### src/rtl/uart_tx_arbiter_pkg.sv
// Shared types and constants for the UART transmit arbiter slice.
// Optional feature macro used by the arbiter: UART_ARB_TIMEOUT_EN.
package uart_tx_arbiter_pkg;

    typedef logic bit_t;

    localparam int UART_DATA_W = 8;

    typedef enum logic [1:0] {
        ARB_IDLE,
        ARB_START,
        ARB_SEND,
        ARB_REL
    } arb_state_t;

endpackage

### src/rtl/uart_tx_arbiter_rr_pick.sv
// Combinational round-robin picker: scans the request vector starting at the
// pointer, wrapping past the top index, and returns the first set request.
module rr_priority_pick
    import uart_tx_arbiter_pkg::*;
#(
    parameter int NUM_REQ = 4,
    parameter int IDX_W   = (NUM_REQ > 1) ? $clog2(NUM_REQ) : 1
) (
    input  logic [NUM_REQ-1:0] req,
    input  logic [IDX_W-1:0]   ptr,
    output logic [NUM_REQ-1:0] grant,
    output logic [IDX_W-1:0]   grant_idx,
    output bit_t               any_valid
);

    logic [IDX_W:0]   pos_sum;
    logic [IDX_W-1:0] pos;
    bit_t             found;

    // Walk NUM_REQ positions from the pointer; the first valid one wins and masks the rest.
    always_comb begin
        grant     = '0;
        grant_idx = '0;
        found     = 1'b0;
        pos_sum   = '0;
        pos       = '0;
        for (int k = 0; k < NUM_REQ; k++) begin
            pos_sum = {1'b0, ptr} + (IDX_W+1)'(k);
            if (pos_sum >= (IDX_W+1)'(NUM_REQ)) begin
                pos_sum = pos_sum - (IDX_W+1)'(NUM_REQ);
            end
            pos = pos_sum[IDX_W-1:0];
            if (!found && req[pos]) begin
                found       = 1'b1;
                grant[pos]  = 1'b1;
                grant_idx   = pos;
            end
        end
        any_valid = found;
    end

endmodule

### src/rtl/uart_tx_arbiter.sv
// Round-robin arbiter sharing one UART transmitter among NUM_REQ byte sources.
// It latches the winning byte, holds a level start until the transmitter has
// gone busy and back idle, then releases the link for one cycle.
// Define UART_ARB_TIMEOUT_EN to abort a start the transmitter never acknowledges.
module uart_tx_arbiter
    import uart_tx_arbiter_pkg::*;
#(
    parameter int NUM_REQ     = 4,
    parameter int DATA_W      = UART_DATA_W,
    parameter int TIMEOUT_CYC = 64
) (
    input  logic                        clk,
    input  logic                        reset,
    input  logic [NUM_REQ-1:0]          req_valid,
    input  logic [NUM_REQ*DATA_W-1:0]   req_data,
    output logic [NUM_REQ-1:0]          req_ready,
    output logic                        tx_start,
    output logic [DATA_W-1:0]           tx_data,
    input  logic                        tx_busy,
    output logic [$clog2(NUM_REQ)-1:0]  grant_id,
    output logic                        active,
    output logic                        done,
    output logic                        timeout_err
);

    localparam int IDX_W = $clog2(NUM_REQ);

    arb_state_t         state_q, state_d;
    logic [IDX_W-1:0]   ptr_q, ptr_d;
    logic [DATA_W-1:0]  data_d;
    logic [IDX_W-1:0]   grant_d;
    logic [NUM_REQ-1:0] ready_d;
    bit_t               timeout_d;

    logic [NUM_REQ-1:0] pick_onehot;
    logic [IDX_W-1:0]   pick_idx;
    bit_t               pick_any;
    logic [DATA_W-1:0]  pick_data;

`ifdef UART_ARB_TIMEOUT_EN
    localparam int CNT_W = $clog2(TIMEOUT_CYC + 1);
    logic [CNT_W-1:0] cnt_q, cnt_d;
`endif

    rr_priority_pick #(
        .NUM_REQ (NUM_REQ),
        .IDX_W   (IDX_W)
    ) u_pick (
        .req       (req_valid),
        .ptr       (ptr_q),
        .grant     (pick_onehot),
        .grant_idx (pick_idx),
        .any_valid (pick_any)
    );

    // Select the winner's byte with a one-hot mux so the slice indices stay constant.
    always_comb begin
        pick_data = '0;
        for (int i = 0; i < NUM_REQ; i++) begin
            if (pick_onehot[i]) begin
                pick_data = req_data[i*DATA_W +: DATA_W];
            end
        end
    end

    // Next-state logic; a grant only happens from IDLE with the transmitter idle.
    always_comb begin
        state_d   = state_q;
        ptr_d     = ptr_q;
        data_d    = tx_data;
        grant_d   = grant_id;
        ready_d   = '0;
        timeout_d = 1'b0;
`ifdef UART_ARB_TIMEOUT_EN
        cnt_d     = cnt_q;
`endif
        case (state_q)
            ARB_IDLE: begin
                if (pick_any && !tx_busy) begin
                    ready_d = pick_onehot;
                    data_d  = pick_data;
                    grant_d = pick_idx;
                    ptr_d   = (pick_idx == IDX_W'(NUM_REQ - 1)) ? '0 : pick_idx + IDX_W'(1);
                    state_d = ARB_START;
`ifdef UART_ARB_TIMEOUT_EN
                    cnt_d   = '0;
`endif
                end
            end
            ARB_START: begin
                if (tx_busy) begin
                    state_d = ARB_SEND;
                end
`ifdef UART_ARB_TIMEOUT_EN
                else if (cnt_q == CNT_W'(TIMEOUT_CYC - 1)) begin
                    state_d   = ARB_REL;
                    timeout_d = 1'b1;
                end else begin
                    cnt_d = cnt_q + CNT_W'(1);
                end
`endif
            end
            ARB_SEND: begin
                if (!tx_busy) begin
                    state_d = ARB_REL;
                end
            end
            ARB_REL: begin
                state_d = ARB_IDLE;
            end
            default: begin
                state_d = ARB_IDLE;
            end
        endcase
    end

    // Register state and every output; outputs are derived from the next state so they line up with it.
    always_ff @(posedge clk) begin
        if (reset) begin
            state_q     <= ARB_IDLE;
            ptr_q       <= '0;
            req_ready   <= '0;
            tx_start    <= 1'b0;
            tx_data     <= '0;
            grant_id    <= '0;
            active      <= 1'b0;
            done        <= 1'b0;
            timeout_err <= 1'b0;
        end else begin
            state_q     <= state_d;
            ptr_q       <= ptr_d;
            req_ready   <= ready_d;
            tx_start    <= (state_d == ARB_START) || (state_d == ARB_SEND);
            tx_data     <= data_d;
            grant_id    <= grant_d;
            active      <= (state_d != ARB_IDLE);
            done        <= (state_d == ARB_REL);
            timeout_err <= timeout_d;
        end
    end

`ifdef UART_ARB_TIMEOUT_EN
    // Cycles spent in START waiting for the transmitter to report busy.
    always_ff @(posedge clk) begin
        if (reset) begin
            cnt_q <= '0;
        end else begin
            cnt_q <= cnt_d;
        end
    end
`endif

endmodule

### config.mk
export PLATFORM = sky130hd
export DESIGN_NAME = uart_tx_arbiter
export DESIGN_NICKNAME = d
export VERILOG_FILES = /design/src/rtl/uart_tx_arbiter_pkg.sv /design/src/rtl/uart_tx_arbiter_rr_pick.sv /design/src/rtl/uart_tx_arbiter.sv
export SDC_FILE = /design/constraint.sdc
export NUM_CORES = 1
export LEC_CHECK = 0
export ABC_AREA = 1
export BUFFER_PORTS_ARGS = -buffer_cell sky130_fd_sc_hd__clkbuf_2
export CAP_MARGIN = 15
export CORE_UTILIZATION = 45
export DETAILED_ROUTE_END_ITERATION = 12
export PLACE_DENSITY = 0.82
export SYNTH_ARGS = -nofsm -noshare
export SYNTH_HDL_FRONTEND = slang
export SYNTH_SLANG_ARGS = --single-unit
### constraint.sdc
create_clock -name clk -period 2.5 [get_ports clk]
set_input_delay 0.25 -clock clk [delete_from_list [all_inputs] [get_ports clk]]
set_output_delay 0.25 -clock clk [all_outputs]
set_load 0.01 [all_outputs]
==> out/summary.txt <==
Vias per inst: 4.87
Crit path kind: flop to flop
Clock buffer count from CTS: 3
Family with the most delay on the worst path: simple AND/OR/NAND/NOR gates
DRT iter0 DRCs: 80
Post-Syn Area: 0.00168 mm2
Power Density: 1360 mW/mm2
Row cnt: 21
Critical Path Sink Type: flop
Post-synthesis sequential element count: 21
TritonCTS clock tree: built
First-pass GRT wire length: 6.51 mm
CTS Root Buffer Type: clkbuf_8
Max-Cap Viols: 0
Worst VDD drop: 636 uV
Die width: 63.1 um
Mapped Cells: 259
Share of layout cells above drive strength 1: 0.310
Area Overhead vs Synth: 20.7%
Syn nets: 307
Pleak: 1.15 nW
Fin crit share: 0.910
Syn Area/Cell: 6.48 um2
CP required: 2.64 ns
Most frequent cells in the layout: nand2_1 (84), clkbuf_2 (55), inv_1 (40)
Slowest-stage cell, CP: dfxtp_2
GR Overflow Total: 0
Commonest non-fill, non-tap cell in the layout: nand2_1
CP Max Fanout: 10
Initial Utilization: 0.488
Worst R2R Setup Slack: 0.23 ns
Fmax: 0.440 GHz
Post-DR wirelength/cell: 10.5 um
GRT Util Overall: 0.198
Dpl hpwl: 2.95 mm
# nets final: 362
Worst-path clk slew: 0.08 ns
Max incr delay on CP: 0.41 ns
H-Tree Depth: 1
Cells along the critical path: inv_1 > ha_1 > inv_1 > nand3_1 > nand2_1 > nor2_4 > a21oi_1 > nand3_4 > inv_2 > nand2_1 > nand2_1 > nand2_1 > nand2_1 > a21oi_2
Die Ht: 63.1 um
Detail Route Antenna Nets: 0
Via count: 1749
Placed Cells: 355
# clock sinks: 21
Largest net degree at the start of global routing: 18
WP data arrival: 2.41 ns
Yosys warns: 0
Skew final: 0.00679 ns
RSZ-0062 raised after global routing: no
# IOs: 57
Synth cell types: 27
Post-synthesis sequential area ratio: 0.250
Post-Route WL: 3.77 mm
Number of port buffers: 55
GPL Wtd Cong: 0.904
Final Instance Count excl. Fillers: 359
Vias in the first global route: 1592
Worst path buffer plus inverter count: 3
Final setup TNS: 0 ns
Max Buffers Root-to-Sink: 2
# setup viols final: 0
Floorplan core area: 0.00344 mm2
Max-slew violations: 0
DIE AREA: 0.00398 mm2
Status: completed
Worst hold path type: input pin to flop
Antenna violations before repair: 0
Worst skew pair latency: 0.26 ns
Startpoint Class: flop
Ant. Diodes: 0
CTS Hold Bufs: 0
Final min period: 2.27 ns
Drt pass-1 iters: 4
CP most frequent cell: nand2_1
DRC: 0
Final hold violations: 0
## through the flow
step / utilization / hold slack, ns / power (mW) / worst slack (ns) / instance area [um2]
final: 0.589 / 0.326 / 2.76 / 0.225 / 2030
after global routing: 0.589 / 0.347 / 3.05 / 0.0159 / 2030
after CTS: 0.585 / 0.329 / 2.75 / 0.106 / 2010
after detailed placement: 0.571 / 0.469 / 2.52 / 0.119 / 1970
after global placement: 0.571 / 0.467 / 2.47 / 0.196 / 1970
after floorplan: - / 0.488 / 2.13 / 0.165 / 1680
## worst paths after layout
path           startpoint    endpoint  cells past startpoint
min reg2reg    tx_data[2]  tx_data[2]                      2
min          req_data[26]  tx_data[2]                      5
max reg2reg      ptr_q[1]  tx_data[7]                     14
max              ptr_q[1]  tx_data[7]                     14
## layer usage
layer	wire (um)	GRT usage	part of all wire	vias up
li1	-	-	-	914
met1	1700	0.239	0.45	780
met2	1840	0.363	0.49	53
met3	212	0.0380	0.056	2
met4	10	0.0349	0.0027	0
met5	0	0	0	-
## kinds of logic (layout without fill, tap and decap cells)
| group | after synthesis | after routing | share of synthesized area |
|---|---|---|---|
| compound gates | 47 | 47 | 0.174 |
| flops | 21 | 21 | 0.250 |
| other cells | 1 | 1 | 0.00223 |
| simple gates | 129 | 129 | 0.367 |
| buf+inv | 52 | 106 | 0.139 |
| fa+ha+maj | 9 | 9 | 0.0671 |
## flip-flops by register name, indices dropped and copies added, names as in the netlist, named ones only
register / cells
active: 1
done: 1
grant_id: 2
ptr_q: 1
req_ready: 4
state_q: 2
tx_data: 8
tx_start: 1
## cells in the mapped netlist
library cell	n	area (um2)
buf_6	2	22.5
inv_1	40	150
buf_4	3	22.5
dfxtp_1	21	420
conb_1	1	3.75
nand2_1	84	315
nor2_2	2	12.5
o21a_1	1	7.51
nand3_1	11	55.1
o21ai_1	1	5.00
nand2_2	5	31.3
o21ai_4	1	16.3
ha_1	9	113
nand2_4	1	11.3
clkbuf_1	2	7.51
buf_8	1	15.0
a21boi_2	1	11.3
nand3_2	4	40.0
inv_2	4	15.0
a21oi_1	27	135
o21ai_0	6	30.0
nand3_4	2	35.0
nor2_1	13	48.8
nor2_8	1	20.0
nor2_4	2	22.5
a21oi_2	10	87.6
nand4_1	4	25.0
## cell type report
cell class / count / area (um2)
clock buffers: 3 / 41.3
clock inverters: 1 / 5.00
fillers: 353 / 1420
inverters: 44 / 165
multi-input cells: 186 / 1040
flip-flops and latches: 21 / 422
well taps: 46 / 57.6
repair buffers: 58 / 298
## report_power, final
part	total (mW)	switching, mW	internal [mW]	leakage [nW]
Clock	0.217	0.107	0.111	0.0255
Combinational	2.03	1.33	0.700	0.950
Sequential	0.516	0.0662	0.450	0.172
Total	2.76	1.50	1.26	1.15
## what timing repair did
item | in CTS | in global routing
resized for setup | 0 | 3
setup endpoints to repair | 0 | 15
setup buffers | 0 | 0
## worst register-to-register path: cells and delay by family (launching register included)
family,cells,cell delay (ns)
and+or+nand+nor,8,0.78
DFF,1,0.41
buffers and inverters,3,0.36
adders and majority gates,1,0.33
AOI/OAI and AO/OA,2,0.29
Power figures use the tool's default switching activity.
